**src/rtl/viterbi_pkg.sv**
```systemverilog
// Shared types, constants and small helpers for the noisy-channel stage.
package viterbi_pkg;

    typedef logic [1:0] sym_t;

    typedef enum logic [1:0] {
        CH_OFF   = 2'd0,
        CH_FLIP1 = 2'd1,
        CH_FLIP2 = 2'd2,
        CH_BURST = 2'd3
    } chan_mode_e;

    typedef enum logic {
        CLEAN = 1'b0,
        BURST = 1'b1
    } chan_state_e;

    // x^32 + x^22 + x^2 + x + 1, right-shifting Galois form
    localparam logic [31:0] LFSR_TAPS = 32'h8020_0003;

    // One Galois step: shift right, fold taps back in when bit 0 falls out
    function automatic logic [31:0] lfsr_next(input logic [31:0] cur);
        logic [31:0] nxt;
        nxt = {1'b0, cur[31:1]};
        if (cur[0]) begin
            nxt = nxt ^ LFSR_TAPS;
        end else begin
            nxt = nxt;
        end
        return nxt;
    endfunction

    // Number of flipped bits in a 2-bit error mask
    function automatic logic [1:0] popcount2(input sym_t m);
        return {1'b0, m[1]} + {1'b0, m[0]};
    endfunction

endpackage

```
**src/rtl/viterbi_channel_inj_if.sv**
```systemverilog
// Symbol stream into and out of the channel stage.
interface viterbi_channel_inj_if;
    import viterbi_pkg::*;

    logic valid_i;
    sym_t sym_i;
    logic valid_o;
    sym_t sym_o;
    sym_t err_o;

    // Encoder / stimulus side
    modport master (output valid_i, output sym_i,
                    input  valid_o, input  sym_o, input err_o);
    // Channel stage side
    modport slave  (input  valid_i, input  sym_i,
                    output valid_o, output sym_o, output err_o);
endinterface

```
**src/rtl/chan_lfsr32.sv**
```systemverilog
// 32-bit Galois LFSR that advances only when enabled; reusable by stimulus generators.
module chan_lfsr32 #(
    parameter logic [31:0] SEED = 32'hACE1_1234
) (
    input  logic        clk,
    input  logic        rst,
    input  logic        adv,
    output logic [31:0] state
);
    import viterbi_pkg::*;

    // Load seed on reset, step once per enabled cycle, otherwise hold
    always_ff @(posedge clk) begin
        if (rst) begin
            state <= SEED;
        end else if (adv) begin
            state <= lfsr_next(state);
        end else begin
            state <= state;
        end
    end
endmodule

```
**src/rtl/viterbi_channel_inj.sv**
```systemverilog
// Noisy-channel stage: registers encoder symbols, flips bits on random or
// forced triggers (single or burst) and keeps saturating error statistics.
module viterbi_channel_inj
    import viterbi_pkg::*;
#(
    parameter int          N         = 4,
    parameter logic [31:0] LFSR_SEED = 32'hACE1_1234,
    parameter int          BL_W      = 3,
    parameter int          CNT_W     = 16
) (
    input  logic                 clk,
    input  logic                 rst,
    viterbi_channel_inj_if.slave bus,
    input  logic [1:0]           mode_i,
    input  logic [BL_W-1:0]      burst_len_i,
    input  logic                 inject_now_i,
    input  logic                 clear_i,
    output logic [CNT_W-1:0]     sym_ct_o,
    output logic [CNT_W-1:0]     bit_err_ct_o,
    output logic                 sat_o
);

    // Mask of the LFSR bits that must all be ones for a random trigger
    localparam logic [31:0]      LOW_MASK    = (32'h1 << N) - 32'h1;
    localparam logic [BL_W-1:0]  REM_ONE     = BL_W'(1'b1);
    localparam logic [BL_W-1:0]  REM_ZERO    = {BL_W{1'b0}};
    localparam logic [CNT_W-1:0] CNT_MAX     = {CNT_W{1'b1}};
    localparam logic [CNT_W:0]   CNT_MAX_EXT = {1'b0, {CNT_W{1'b1}}};

    logic [31:0]      lfsr_s;
    logic             trig_s;
    chan_mode_e       mode_s;
    sym_t             err_s;
    chan_state_e      state_r, state_nx_s;
    logic [BL_W-1:0]  rem_r, rem_nx_s;
    logic [CNT_W:0]   sym_sum_s, bit_sum_s;
    logic [CNT_W-1:0] sym_ct_r, bit_ct_r;
    logic             sat_r, sat_hit_s;
    logic             valid_r;
    sym_t             sym_r, err_r;

    chan_lfsr32 #(.SEED(LFSR_SEED)) u_lfsr (
        .clk   (clk),
        .rst   (rst),
        .adv   (bus.valid_i),
        .state (lfsr_s)
    );

    // Trigger looks at the pre-shift LFSR value; bits above N are masked to ones
    assign trig_s = bus.valid_i & ((&(lfsr_s | ~LOW_MASK)) | inject_now_i);
    assign mode_s = chan_mode_e'(mode_i);

    // Error mask and next burst state for the symbol presented this cycle
    always_comb begin
        err_s      = 2'b00;
        state_nx_s = state_r;
        rem_nx_s   = rem_r;
        if (bus.valid_i) begin
            if ((state_r == BURST) && (mode_s == CH_BURST)) begin
                // Inside a burst: triggers neither restart nor extend it
                err_s    = 2'b10;
                rem_nx_s = rem_r - REM_ONE;
                if (rem_r == REM_ONE) begin
                    state_nx_s = CLEAN;
                end else begin
                    state_nx_s = BURST;
                end
            end else begin
                // CLEAN, or a burst aborted by a mode change
                state_nx_s = CLEAN;
                rem_nx_s   = REM_ZERO;
                case (mode_s)
                    CH_OFF: begin
                        err_s = 2'b00;
                    end
                    CH_FLIP1: begin
                        if (trig_s) begin
                            err_s = 2'b10;
                        end else begin
                            err_s = 2'b00;
                        end
                    end
                    CH_FLIP2: begin
                        if (trig_s) begin
                            err_s = 2'b11;
                        end else begin
                            err_s = 2'b00;
                        end
                    end
                    CH_BURST: begin
                        if (trig_s) begin
                            err_s = 2'b10;
                            // Length 0 and 1 both mean a single-symbol hit
                            if (burst_len_i > REM_ONE) begin
                                rem_nx_s   = burst_len_i - REM_ONE;
                                state_nx_s = BURST;
                            end else begin
                                rem_nx_s   = REM_ZERO;
                                state_nx_s = CLEAN;
                            end
                        end else begin
                            err_s = 2'b00;
                        end
                    end
                    default: begin
                        err_s = 2'b00;
                    end
                endcase
            end
        end else begin
            // Idle cycle: burst position is held
            err_s      = 2'b00;
            state_nx_s = state_r;
            rem_nx_s   = rem_r;
        end
    end

    // Saturating counter candidates with one guard bit to detect the ceiling
    always_comb begin
        sym_sum_s = {1'b0, sym_ct_r} + (CNT_W+1)'(1'b1);
        bit_sum_s = {1'b0, bit_ct_r} + (CNT_W+1)'(popcount2(err_s));
        sat_hit_s = (sym_sum_s >= CNT_MAX_EXT) | (bit_sum_s >= CNT_MAX_EXT);
    end

    // Output register, burst FSM and statistics counters
    always_ff @(posedge clk) begin
        if (rst) begin
            valid_r  <= 1'b0;
            sym_r    <= 2'b00;
            err_r    <= 2'b00;
            state_r  <= CLEAN;
            rem_r    <= REM_ZERO;
            sym_ct_r <= {CNT_W{1'b0}};
            bit_ct_r <= {CNT_W{1'b0}};
            sat_r    <= 1'b0;
        end else begin
            valid_r <= bus.valid_i;
            err_r   <= err_s;
            if (bus.valid_i) begin
                sym_r <= bus.sym_i ^ err_s;
            end else begin
                sym_r <= 2'b00;
            end
            state_r <= state_nx_s;
            rem_r   <= rem_nx_s;
            // Clear wins over a coincident valid symbol
            if (clear_i) begin
                sym_ct_r <= {CNT_W{1'b0}};
                bit_ct_r <= {CNT_W{1'b0}};
                sat_r    <= 1'b0;
            end else if (bus.valid_i) begin
                sym_ct_r <= (sym_sum_s > CNT_MAX_EXT) ? CNT_MAX : sym_sum_s[CNT_W-1:0];
                bit_ct_r <= (bit_sum_s > CNT_MAX_EXT) ? CNT_MAX : bit_sum_s[CNT_W-1:0];
                sat_r    <= sat_r | sat_hit_s;
            end else begin
                sym_ct_r <= sym_ct_r;
                bit_ct_r <= bit_ct_r;
                sat_r    <= sat_r;
            end
        end
    end

    assign bus.valid_o   = valid_r;
    assign bus.sym_o     = sym_r;
    assign bus.err_o     = err_r;
    assign sym_ct_o      = sym_ct_r;
    assign bit_err_ct_o  = bit_ct_r;
    assign sat_o         = sat_r;

endmodule

```
**src/flat_wrapper.sv**
```systemverilog
// flat-port wrapper written by rule: the top's interface ports become plain ports
module viterbi_channel_inj_flat import viterbi_pkg::*;
#(
    parameter int          N         = 4,
    parameter logic [31:0] LFSR_SEED = 32'hACE1_1234,
    parameter int          BL_W      = 3,
    parameter int          CNT_W     = 16
)
  (clk, rst, mode_i, burst_len_i, inject_now_i, clear_i, sym_ct_o, bit_err_ct_o, sat_o, bus_valid_i, bus_sym_i, bus_valid_o, bus_sym_o, bus_err_o);
  viterbi_channel_inj_if bus_i ();
  input  logic clk;
  input  logic rst;
  input  logic [1:0] mode_i;
  input  logic [BL_W-1:0] burst_len_i;
  input  logic inject_now_i;
  input  logic clear_i;
  output logic [CNT_W-1:0] sym_ct_o;
  output logic [CNT_W-1:0] bit_err_ct_o;
  output logic sat_o;
  input wire logic [$bits(bus_i.valid_i)-1:0] bus_valid_i;
  input wire logic [$bits(bus_i.sym_i)-1:0] bus_sym_i;
  output wire logic [$bits(bus_i.valid_o)-1:0] bus_valid_o;
  output wire logic [$bits(bus_i.sym_o)-1:0] bus_sym_o;
  output wire logic [$bits(bus_i.err_o)-1:0] bus_err_o;
  assign bus_i.valid_i = bus_valid_i;
  assign bus_i.sym_i = bus_sym_i;
  assign bus_valid_o = bus_i.valid_o;
  assign bus_sym_o = bus_i.sym_o;
  assign bus_err_o = bus_i.err_o;
  viterbi_channel_inj #(.N(N), .LFSR_SEED(LFSR_SEED), .BL_W(BL_W), .CNT_W(CNT_W)) u_core (.clk(clk), .rst(rst), .bus(bus_i), .mode_i(mode_i), .burst_len_i(burst_len_i), .inject_now_i(inject_now_i), .clear_i(clear_i), .sym_ct_o(sym_ct_o), .bit_err_ct_o(bit_err_ct_o), .sat_o(sat_o));
endmodule
```
**config.mk**
```make
export PLATFORM = sky130hd
export DESIGN_NAME = viterbi_channel_inj_flat
export DESIGN_NICKNAME = d
export VERILOG_FILES = /design/src/rtl/viterbi_pkg.sv /design/src/rtl/viterbi_channel_inj_if.sv /design/src/rtl/chan_lfsr32.sv /design/src/rtl/viterbi_channel_inj.sv /design/src/flat_wrapper.sv
export SDC_FILE = /design/constraint.sdc
export NUM_CORES = 1
export LEC_CHECK = 0
export ABC_AREA = 1
export BUFFER_PORTS_ARGS = -buffer_cell sky130_fd_sc_hd__buf_2
export CORE_UTILIZATION = 51
export DETAILED_ROUTE_END_ITERATION = 8
export PLACE_DENSITY = 0.78
export SYNTH_ARGS = -nofsm -noshare
export SYNTH_HDL_FRONTEND = slang
export SYNTH_SLANG_ARGS = --single-unit
```
**constraint.sdc**
```tcl
create_clock -name clk -period 3.8 [get_ports clk]
set_input_delay 1.14 -clock clk [delete_from_list [all_inputs] [get_ports clk]]
set_output_delay 1.14 -clock clk [all_outputs]
set_load 0.01 [all_outputs]
```
== After elaboration in Yosys (flattened, before gate mapping) ==
Index checks and enable logic that the tools add are counted.

* $add $sub $neg: 5
* Multiply operators: 0
* Divide/modulo/power cells: 0
* Magnitude comparators: 5
* Eq/ne operators: 4
* Shifts and indexed selects: 0
* Muxes and demuxes: 17
* Bitwise operators: 7
* Reductions and logical operators: 6

{| class="wikitable"
|+ Operators with widths
! cell !! count
|-
| 17-bit by 16-bit greater-or-equal comparator with 1-bit output, second input constant || 2
|-
| 17-bit by 16-bit greater-than comparator with 1-bit output, second input constant || 2
|-
| 16-bit 2-to-1 mux || 2
|-
| 32-bit 2-to-1 mux || 1
|-
| 16-bit by 1-bit adder with 17-bit output, second input constant || 1
|-
| 16-bit by 2-bit adder with 17-bit output || 1
|-
| 3-bit 2-to-1 mux || 4
|-
| 2-bit 2-to-1 mux || 4
|-
| 2-bit case mux with 3 select lines || 1
|-
| 2-bit OR reduction || 3
|-
| 3-bit by 1-bit subtractor with 3-bit output, second input constant || 2
|-
| 1-bit 2-to-1 mux || 5
|-
| 2-bit == test, second input constant || 2
|-
| 3-bit inverter with 4-bit output || 1
|-
| 4-bit AND reduction || 1
|-
| 3-bit by 1-bit == test with 1-bit output, second input constant || 1
|-
| 3-bit by 1-bit greater-than comparator with 1-bit output, second input constant || 1
|-
| 1-bit OR || 3
|-
| 1-bit by 1-bit adder with 2-bit output || 1
|-
| 2-bit by 1-bit == test with 1-bit output, second input constant || 1
|-
| 2-bit zero test || 1
|-
| 2-bit bitwise XOR || 1
|-
| 1-bit bitwise AND || 1
|-
| 1-bit logical AND || 1
|-
| 1-bit inverter || 1
|}

* Register bits: 74
* Bits in latches: 0
* Memory bits (writable): 0
* ROM bits: 0
* Input port bits: 12
* Output and inout port bits: 38
* Word-level logic and storage cells: 53
* Memories: 0

== Logic depth before layout (Yosys ltp) ==
Gate-level depths: netlist of the first run.

* Word-level depth: 12
* Gate-level depth with buffers: 18
* Mapped depth without buffers: 18

== Modules after synthesis ==
Synthesis of the first run repeated with hierarchy kept, for this count alone.

* Cells, all modules: 574
* Area total of the unflattened synthesis: 4038.9 um^2

{| class="wikitable"
|+ Modules (own cells, without submodules)
! module !! instances !! cells each !! area each (um^2) !! sequential area each (um^2)
|-
| viterbi_channel_inj || 1 || 427 || 2882.8 || 840.8
|-
| chan_lfsr32 || 1 || 147 || 1156.1 || 640.6
|}

== Worst setup path before layout of the first run ==
OpenSTA, ideal clock, no wires.

* Path kind: input to register
* Start: input bus_valid_i
* End: register u_core.bit_ct_r[12], in the netlist u_core.bit_err_ct_o[12]
* Setup time: 0.142 ns
* Data arrival time: 3.385 ns
* Required time: 3.658 ns
* Path slack: 0.273 ns
* Stages: 13
* Buffers on the path: 3
* Cells stage by stage: clkinv_1 -> clkbuf_1 -> buf_1 -> nor2_1 -> fa_1 -> ha_1 -> nand3_1 -> nor2_1 -> nand4_1 -> nor4_2 -> nor2_1 -> buf_2 -> a221oi_1

* Longest elaborated chain between the ends: 9
* Elaborated cells on any way between the ends: 10
* Classes of those cells: 2 x add/sub; 1 x order compare; 6 x mux; 1 x bitwise

{| class="wikitable"
|+ RTL lines
! element !! RTL line !! RTL
|-
| start, declared || flat_wrapper.sv:20 || <nowiki>input wire logic [$bits(bus_i.valid_i)-1:0] bus_valid_i;</nowiki>
|-
| 1-bit bitwise AND || viterbi_channel_inj.sv:50 || <nowiki>assign trig_s = bus.valid_i & ((&(lfsr_s | ~LOW_MASK)) | inject_now_i);</nowiki>
|-
| 2-bit 2-to-1 mux, on equally long branches || viterbi_channel_inj.sv:77, viterbi_channel_inj.sv:91, viterbi_channel_inj.sv:84 ||
|-
| 2-bit case mux with 3 select lines || viterbi_channel_inj.sv:72 || <nowiki>case (mode_s)</nowiki>
|-
| 2-bit 2-to-1 mux || viterbi_channel_inj.sv:59 || <nowiki>if ((state_r == BURST) && (mode_s == CH_BURST)) begin</nowiki>
|-
| 2-bit 2-to-1 mux (*) || viterbi_channel_inj.sv:58 || <nowiki>if (bus.valid_i) begin</nowiki>
|-
| net u_core.err_s[1] || viterbi_channel_inj.sv:33 || <nowiki>sym_t err_s;</nowiki>
|-
| 1-bit by 1-bit adder with 2-bit output (*) || viterbi_pkg.sv:35 || <nowiki>return {1'b0, m[1]} + {1'b0, m[0]};</nowiki>
|-
| 16-bit by 2-bit adder with 17-bit output (*) || viterbi_channel_inj.sv:121 || <nowiki>bit_sum_s = {1'b0, bit_ct_r} + (CNT_W+1)'(popcount2(err_s));</nowiki>
|-
| 17-bit by 16-bit greater-than comparator with 1-bit output || viterbi_channel_inj.sv:153 || <nowiki>bit_ct_r <= (bit_sum_s > CNT_MAX_EXT) ? CNT_MAX : bit_sum_s[CNT_W-1:0];</nowiki>
|-
| 16-bit 2-to-1 mux (*) || viterbi_channel_inj.sv:153 ||
|-
| end signal, assigned || viterbi_channel_inj.sv:149 || <nowiki>bit_ct_r <= {CNT_W{1'b0}};</nowiki>
|-
| end signal, assigned || viterbi_channel_inj.sv:153 ||
|-
| end signal, assigned || viterbi_channel_inj.sv:157 || <nowiki>bit_ct_r <= bit_ct_r;</nowiki>
|-
| end, declared || viterbi_channel_inj.sv:37 || <nowiki>logic [CNT_W-1:0] sym_ct_r, bit_ct_r;</nowiki>
|}

Mark *: on every way through the listed nets, which the timed path passes. The rest lies on a longest branch.
A chain may end at the register's enable or synchronous reset.

== Worst setup path in the final report of the first run ==
* Start: input inject_now_i
* End: register u_core.bit_ct_r[2], in the netlist u_core.bit_err_ct_o[2]

* Longest elaborated chain between the ends: 10
* Elaborated cells on any way between the ends: 11
* Classes of those cells: 2 x add/sub; 1 x order compare; 6 x mux; 2 x bitwise

{| class="wikitable"
|+ RTL lines
! element !! RTL line !! RTL
|-
| start, declared || flat_wrapper.sv:15 || <nowiki>input logic inject_now_i;</nowiki>
|-
| 1-bit OR (*) || viterbi_channel_inj.sv:50 ||
|-
| 1-bit bitwise AND (*) || viterbi_channel_inj.sv:50 ||
|-
| 2-bit 2-to-1 mux (*) || viterbi_channel_inj.sv:84 || <nowiki>if (trig_s) begin</nowiki>
|-
| 2-bit case mux with 3 select lines (*) || viterbi_channel_inj.sv:72 ||
|-
| 2-bit 2-to-1 mux (*) || viterbi_channel_inj.sv:59 ||
|-
| 2-bit 2-to-1 mux (*) || viterbi_channel_inj.sv:58 ||
|-
| net u_core.err_s[0] || viterbi_channel_inj.sv:33 ||
|-
| 1-bit by 1-bit adder with 2-bit output (*) || viterbi_pkg.sv:35 ||
|-
| 16-bit by 2-bit adder with 17-bit output (*) || viterbi_channel_inj.sv:121 ||
|-
| 17-bit by 16-bit greater-than comparator with 1-bit output || viterbi_channel_inj.sv:153 ||
|-
| 16-bit 2-to-1 mux (*) || viterbi_channel_inj.sv:153 ||
|}

Marked as above.

==> impl_metrics.json, run 1 <==
{
  "outcome": "completed",
  "h-tree-depth": 3,
  "place_inst": 659,
  "holdPathEnd": "u_core.u_lfsr.state[29]",
  "final_nets": 595,
  "period_share_pct": 89.0,
  "grt_pass1_wl_mm": 14.4,
  "cts_buffer_depth": 2,
  "wl_per_cell_um": 12.5,
  "hold_path_class": "flip-flop to flip-flop",
  "finalCriticalPeriod_ns": 3.38,
  "cp-end-kind": "flip-flop",
  "ios": 50,
  "rows": 30,
  "synth_ff_type": "dfxtp_1",
  "vias": 3641,
  "dieArea_sq_um": 7670,
  "rsz0062_at_grt": "no",
  "leakage_nw": 1.72,
  "final_core_util_pct": 61.0,
  "overflow": 0,
  "cts-hold-fix-buffers": 0,
  "syn_avg_cell_area_sq_um": 7.05,
  "via_per_inst": 5.40,
  "hold_viol_final": 0,
  "whs_path_depth": 2,
  "yosys.area.top_type": "dfxtp_1",
  "netlist_area_sq_um": 3740,
  "cts_sinks": 74,
  "hpwl_mm": 5.77,
  "irDropWorstVdd_v": 0.000279,
  "cts_tree": "yes",
  "max_freq_mhz": 296,
  "cts_buffers": 9,
  "hp-start": "u_core.u_lfsr.state[29]",
  "stdcell_count": 674,
  "synth-edff-count": 0,
  "seqCellArea_sq_um": 1480,
  "tightest_slew_ns": 0.725,
  "synth_nets": 551,
  "routed_wl_mm": 8.44,
  "initial_core_util_pct": 53.8,
  "drc": 0,
  "ys_ff_latch": 74,
  "grt_start_max_net_pins": 64,
  "power.density_nw_per_um2": 378,
  "r2r_cells": 13,
  "cpMostUsedCell": "nor2_1",
  "ctsResizeCount": 0,
  "drive_above_1_share_pct": 16.3,
  "yosys_warnings": 0,
  "worst-path-buf-inv": 2,
  "crit_slowest_cell": "nor3_1",
  "crit_chain": "buf_2 -> a31o_2 -> nand2_1 -> nor3_1 -> fa_1 -> ha_1 -> nand3_1 -> nor2_1 -> nand4_1 -> nor4_2 -> nor2_1 -> buf_4 -> a221oi_1",
  "clock_latency_ns": 0.34,
  "port-buffer-count": 49,
  "post-cts-setup-buffers": 0,
  "core_area_sq_um": 6940,
  "fill_cells": 640,
  "grt.total_usage_pct": 23.6,
  "setup-tns-final_ns": 0,
  "syn_inst": 530,
  "crit_family": "simple AND/OR/NAND/NOR gates",
  "first_iter_violations": 250,
  "r2r-start": "u_core.u_lfsr.state[0]",
  "drtAntennaViolNets": 0,
  "rr_endpoint": "u_core.bit_err_ct_o[2]",
  "die_h_um": 87.6,
  "gp_congestion": 0.920,
  "clk_pin_slew_worst_paths_ns": 0.08,
  "clock-root-buffer": "clkbuf_8",
  "area_delta_synth_final_pct": 13.4,
  "synth_top_cell_area_share_pct": 39.7,
  "ys_types": 38,
  "synth.most_common_cell": "nand2_1",
  "cp.arrival_ns": 3.63,
  "drt_pass1_iterations": 5,
  "finClkSkew_ns": 0.00834,
  "die_w_um": 87.6,
  "seq_area_frac_synth_pct": 39.7,
  "n_antenna_cell": 0,
  "critPathMaxStageDelay_ns": 0.32,
  "antenna_found_initial": 0,
  "cap_violations": 0,
  "critical_path_class": "primary input to flip-flop",
  "multi_input_area_sq_um": 1970,
  "setup_viol": 0,
  "finalWorstSetupSlack_ns": 0.417,
  "async_reset_ff_share_pct": 0,
  "grt_pass1_vias": 3277,
  "drv_slew": 0,
  "cp-start-kind": "primary input",
  "synth_area_leaders": "dfxtp_1 40%, nand2_1 10%, nor2_1 9.0%",
  "worst_ep_required_time_ns": 4.05,
  "dp_slack_ns": 0.120,
  "ys_top_cells_by_count": "103 x nand2_1, 90 x nor2_1, 74 x dfxtp_1",
  "reg2reg_setup_slack_ns": 0.61,
  "cp_max_fo": 7,
  "relSlewSlack_pct": 51.6
}
[power by group]
| part | internal [mW] | switching [mW] | leakage, nW |
|---|---|---|---|
| registers | 0.817 | 0.0326 | 0.610 |
| clock network | 0.316 | 0.277 | 0.0962 |
| logic | 0.0595 | 0.0990 | 1.02 |
| total | 1.19 | 0.408 | 1.72 |
[final cells by class]
type,count,share of cell area [%]
multi-input combinational,384,46.5
sequential,74,35.0
timing repair buffer,55,6.85
inverter,50,4.43
clock buffer,12,3.43
tap,96,2.84
clock inverter,3,0.945
[metal layers]
layer	vias to the layer above	part of all wire, %	track usage [%]
met1	1687	46	30.4
li1	1844	-	-
met3	16	4.1	3.58
met4	0	2.0	9.54
met5	-	0	0
met2	94	48	39.8
[worst max path at each step]
stage / start / to / slack (ns) / depth (start not counted)
6_report: inject_now_i / u_core.bit_err_ct_o[2] / 0.42 / 13
2_1_floorplan: bus_valid_i / u_core.bit_err_ct_o[12] / 0.27 / 13
5_1_grt: inject_now_i / u_core.bit_err_ct_o[10] / 0.16 / 13
4_1_cts: inject_now_i / u_core.bit_err_ct_o[2] / 0.46 / 13
3_3_place_gp: mode_i[0] / u_core.sat_o / 0.27 / 16
3_5_place_dp: inject_now_i / u_core.bit_err_ct_o[2] / 0.12 / 13
[placed cells by master (no fill, tap or decap), types with 4 or more instances in the layout]
master / Yosys / routed
a21oi_2: 6 / 6
nand2_2: 4 / 4
inv_1: 46 / 46
buf_2: 1 / 49
nand3_1: 37 / 37
a31oi_2: 4 / 4
a221oi_1: 11 / 11
o21ai_0: 48 / 48
nand4_1: 11 / 11
xor2_1: 9 / 9
dfxtp_1: 74 / 74
nor2_1: 90 / 90
clkbuf_8: 0 / 10
a31oi_1: 9 / 9
nor3_1: 8 / 8
buf_4: 1 / 6
a21oi_1: 16 / 16
nand2_1: 103 / 103
ha_1: 8 / 8
[registers in the layout (all words and copies together) (netlist names), 2 cells and up]
name                 flops
u_core.bit_err_ct_o     16
u_core.rem_r             3
u_core.bus.sym_o         2
u_core.bus.err_o         2
u_core.u_lfsr.state     32
u_core.sym_ct_o         16
[cell families after synthesis]
group / after synthesis / synth area share [%]
AND/OR/NAND/NOR: 265 / 30.6
buffers and inverters: 72 / 7.57
adder cells (fa/ha/maj): 9 / 3.22
AO/OA/AOI/OAI: 99 / 16.3
XOR/XNOR: 11 / 2.58
flip-flops: 74 / 39.7
[worst min-delay path, delay by kind of cell (launching register included)]
kind	cells	cell delay (ns)
flip-flops	1	0.33
AND/OR/NAND/NOR	2	0.10
[metrics by stage]
| step | power (mW) | hold WS [ns] | instance area (sq um) |
|---|---|---|---|
| 2_1_floorplan | 0.973 | 0.429 | 3740 |
| 3_3_place_gp | 1.02 | 0.439 | 4050 |
| 3_5_place_dp | 1.03 | 0.443 | 4050 |
| 4_1_cts | 1.61 | 0.461 | 4240 |
| 5_1_grt | 1.68 | 0.483 | 4240 |
| 6_report | 1.60 | 0.459 | 4240 |
(Power assumes the default switching activity.)
==> run 2, diff against run 1 <==
PLACE_DENSITY = 0.71   (was 0.78)
==> run 2 against run 1 <==
Register-to-register slack better by 0.03 ns. Sequential cell count is the same. Sequential share of layout area fell by 0.34 points. Highest routed layer unchanged.
==> impl_metrics.json, run 2 (synthesis gave the netlist of run 1 again) <==
{
  "initial_core_util_pct": 53.8,
  "cap_violations": 0,
  "die_w_um": 87.6,
  "clock-root-buffer": "clkbuf_8",
  "outcome": "completed",
  "via_per_inst": 5.41,
  "h-tree-depth": 3,
  "whs_ns": 0.459,
  "die_h_um": 87.6,
  "routed_wl_mm": 8.71,
  "leakage_nw": 1.74,
  "core_area_sq_um": 6940,
  "cts_sinks": 74,
  "setup_viol": 0,
  "final_common_cell": "nand2_1",
  "grt_start_max_net_pins": 60,
  "critical_path_class": "primary input to flip-flop",
  "final_cell_area_sq_um": 4280,
  "highest_layer": "met4",
  "clock_latency_ns": 0.35,
  "gp_congestion": 0.890,
  "drc": 0,
  "wl_met2_mm": 4.13,
  "ctsResizeCount": 0,
  "wl_per_cell_um": 12.9,
  "grt.total_usage_pct": 23.8,
  "drt_pass1_iterations": 4,
  "antenna_found_initial": 0,
  "power.density_nw_per_um2": 396,
  "n_antenna_cell": 0,
  "final_nets": 596,
  "area_delta_synth_final_pct": 14.5,
  "finalCriticalPeriod_ns": 3.38,
  "port-buffer-count": 49,
  "hpwl_mm": 5.98,
  "rsz0062_at_grt": "no",
  "hold_path_class": "flip-flop to flip-flop",
  "cp-end-kind": "flip-flop",
  "clk_pin_slew_worst_paths_ns": 0.08,
  "dieArea_sq_um": 7670,
  "irDropWorstVdd_v": 0.000288,
  "grt_pass1_vias": 3286,
  "worst_ep_required_time_ns": 4.05,
  "finClkSkew_ns": 0.0138,
  "cts_buffers": 9,
  "cp-start-kind": "primary input",
  "routed-wl-met3_um": 339,
  "post-cts-setup-buffers": 0,
  "relSlewSlack_pct": 51.8,
  "vias": 3657,
  "largest_register_ffs": 32,
  "cts_tree": "yes",
  "drive_above_1_share_pct": 16.7,
  "cp.arrival_ns": 3.64,
  "overflow": 0,
  "layout_common_cells": "103 x nand2_1, 90 x nor2_1, 74 x dfxtp_1",
  "wl_met1_mm": 4.01,
  "drtAntennaViolNets": 0,
  "drv_slew": 0,
  "tightest_slew_ns": 0.722,
  "ios": 50,
  "rows": 30,
  "cts_buffer_depth": 2,
  "setup-tns-final_ns": 0,
  "max_freq_mhz": 295,
  "period_share_pct": 89.1,
  "post_dp_cell_area_sq_um": 4060,
  "first_iter_violations": 196,
  "hold_viol_final": 0,
  "regMostFlops": "u_core.u_lfsr.state",
  "cts-hold-fix-buffers": 0,
  "cp_max_fo": 10,
  "grt_pass1_wl_mm": 14.4
}
-- run 2: path summary, 6_finish.rpt --
check | from | endpoint | slack, ns | cells past startpoint
setup / recovery | bus_valid_i | u_core.bit_err_ct_o[10] | 0.42 | 12
hold / removal | u_core.u_lfsr.state[23] | u_core.u_lfsr.state[23] | 0.46 | 2
setup reg to reg | u_core.u_lfsr.state[0] | u_core.bit_err_ct_o[10] | 0.64 | 13
hold reg to reg | u_core.u_lfsr.state[23] | u_core.u_lfsr.state[23] | 0.46 | 2
-- run 2: through the flow --
stage	utilization, %	setup WS (ns)	std cells	power (mW)
floorplan	-	0.273	530	0.973
global placement	58.5	0.208	660	1.02
detailed placement	58.5	0.121	660	1.03
CTS	61.6	0.410	676	1.70
global route	61.6	0.145	676	1.77
finish	61.6	0.415	676	1.69
-- run 2: power by group --
part / internal [mW] / switching [mW]
Clock: 0.386 / 0.298
Sequential: 0.817 / 0.0331
Combinational: 0.0602 / 0.0988
-- run 2: area by class of cell --
cell class	instances	area, sq um
fill	666	2670
inverter	50	188
tap	96	120
clock buffer	11	141
timing repair buffer	56	298
multi-input combinational	384	1970
sequential	74	1480
clock inverter	5	77.6
-- run 2: worst max-delay path, cell delays in order --
cell and delay (ns):
buf_2 0.18, nand2_1 0.11, nor3_1 0.31, fa_1 0.28
ha_1 0.23, nand3_1 0.18, nor2_1 0.24, nand4_1 0.14
nor4_2 0.26, nor2_1 0.10, buf_4 0.20, a221oi_1 0.25
-- run 2: per-layer routing --
layer,GRT usage [%],vias to the layer above
met5,0,-
met2,39.8,78
met3,4.05,24
li1,-,1844
met1,30.0,1711
met4,11.2,0
==> run 3, diff against run 2 <==
clock period = 3.3 ns   (was 3.8 ns; I/O delays follow)
==> run 3 against run 2 <==
Worst hold slack gained 0.0028 ns. Via count up 0.77%. Clock-buffer cell count shrank 2. Sequential power up 15%. Cell area rose by 2.8%. Largest power group unchanged.
==> impl_metrics.json, run 3 (synthesis gave the netlist of run 1 again) <==
{
  "ios": 50,
  "die_h_um": 87.6,
  "critical_path_class": "primary input to flip-flop",
  "finClkSkew_ns": 0.00898,
  "via_per_inst": 5.33,
  "ctsResizeCount": 0,
  "antenna_found_initial": 0,
  "grt_pass1_vias": 3381,
  "cts_buffers": 9,
  "crit_family": "simple AND/OR/NAND/NOR gates",
  "max_freq_mhz": 326,
  "die_w_um": 87.6,
  "drtAntennaViolNets": 0,
  "wl_per_cell_um": 12.6,
  "h-tree-depth": 3,
  "cap_violations": 0,
  "cp-start-kind": "primary input",
  "setup-tns-final_ns": 0,
  "outcome": "completed",
  "critPathMaxStageDelay_ns": 0.40,
  "cts_tree": "yes",
  "cpMostUsedCell": "nand3_1",
  "regMostFlops": "u_core.u_lfsr.state",
  "leakage_nw": 1.82,
  "p_int_mw": 1.45,
  "cts_sinks": 74,
  "worst-path-buf-inv": 1,
  "drc": 0,
  "gp_congestion": 0.846,
  "cts-hold-fix-buffers": 0,
  "layout_common_cells": "103 x nand2_1, 90 x nor2_1, 74 x dfxtp_1",
  "cp-end-kind": "flip-flop",
  "period_share_pct": 93.1,
  "clock-root-buffer": "clkbuf_8",
  "power.density_nw_per_um2": 448,
  "dieArea_sq_um": 7670,
  "drive_above_1_share_pct": 19.0,
  "hold_viol_final": 0,
  "final_common_cell": "nand2_1",
  "vias": 3685,
  "rsz0062_at_grt": "no",
  "finalWorstSetupSlack_ns": 0.229,
  "final_nets": 611,
  "grt_start_max_net_pins": 66,
  "cp.arrival_ns": 3.35,
  "post-cts-setup-buffers": 0,
  "hpwl_mm": 6.01,
  "p_switching_mw": 0.521,
  "area_delta_synth_final_pct": 17.7,
  "core_area_sq_um": 6940,
  "crit_chain": "buf_2 -> or2_2 -> a21oi_1 -> nor2_1 -> fa_1 -> ha_1 -> nand3_1 -> xor2_1 -> nand3_1 -> nor2_1 -> nand2_1 -> nor2_1 -> nand3_1 -> nand3_1 -> nand2_1 -> a21oi_1",
  "drv_slew": 0,
  "overflow": 0,
  "clk_pin_slew_worst_paths_ns": 0.08,
  "dp_slack_ns": -0.128,
  "crit_slowest_cell": "fa_1",
  "largest_register_ffs": 32,
  "fill_cells": 601,
  "worst_ep_required_time_ns": 3.57,
  "setup_viol": 0,
  "clock_latency_ns": 0.35,
  "n_antenna_cell": 0,
  "drt_pass1_iterations": 5,
  "swShare_pct": 26.5,
  "post_dp_cell_area_sq_um": 4170,
  "final_core_util_pct": 63.3,
  "initial_core_util_pct": 53.8,
  "cts_buffer_depth": 2,
  "irDropWorstVdd_v": 0.000312,
  "relSlewSlack_pct": 47.7,
  "pwr-share-comb_pct": 9.5,
  "reg2reg_setup_slack_ns": 0.34,
  "grt.total_usage_pct": 24.3,
  "finalCriticalPeriod_ns": 3.07,
  "seqCellArea_sq_um": 1480,
  "grt_pass1_wl_mm": 14.8,
  "hold_path_class": "flip-flop to flip-flop",
  "port-buffer-count": 49,
  "routed_wl_mm": 8.73,
  "seqPwrFrac_pct": 49.7,
  "clock_power_share_pct": 40.7,
  "rows": 30,
  "cp_max_fo": 4,
  "multi_input_area_sq_um": 1970,
  "tightest_slew_ns": 0.783,
  "final_cell_area_sq_um": 4400,
  "first_iter_violations": 213
}
-- run 3: changes by cell type in the layout (fill, tap and decap cells not counted), sizes merged --
cell and change:
inv +2, buf +15, clkbuf -2
-- run 3: metal layers --
metal / global-route usage (%) / share of wire [%] / up-vias
met5: 0 / 0 / -
met4: 9.39 / 1.6 / 0
met3: 4.05 / 4.9 / 18
met2: 40.6 / 47 / 115
met1: 31.6 / 46 / 1676
li1: - / - / 1876
-- run 3: layout make-up --
cell class,instances,share of cell area [%]
Timing Repair Buffer,71,9.33
Clock buffer,9,2.82
Sequential cell,74,33.7
Clock inverter,7,2.31
Inverter,50,4.27
Tap cell,96,2.73
Multi-Input combinational cell,384,44.8
-- run 3: final timing paths --
check,startpoint,to,cells past startpoint
min,u_core.u_lfsr.state[5],u_core.u_lfsr.state[5],2
min reg2reg,u_core.u_lfsr.state[5],u_core.u_lfsr.state[5],2
max,mode_i[0],u_core.sat_o,16
max reg2reg,u_core.u_lfsr.state[0],u_core.bit_err_ct_o[11],14
-- run 3: power groups by stage --
stage	logic (mW)	clock network, mW	registers [mW]
5_1_grt	0.216	0.853	0.986
3_3_place_gp	0.183	0	0.997
4_1_cts	0.190	0.819	0.978
3_5_place_dp	0.188	0	0.999
2_1_floorplan	0.124	0	0.997
6_report	0.188	0.802	0.978
-- run 3: tightest hold or removal path, delay by kind of cell, from the launching register on --
family / cells / cell delay [ns]
AND/OR/NAND/NOR: 2 / 0.10
flip-flops: 1 / 0.33
-- run 3: stage by stage --
stage | hold WS, ns | std cells | total power, mW
after global placement | 0.439 | 675 | 1.18
after floorplan | 0.429 | 530 | 1.12
after detailed placement | 0.446 | 675 | 1.19
after CTS | 0.466 | 691 | 1.99
final | 0.462 | 691 | 1.97
after global routing | 0.490 | 691 | 2.05
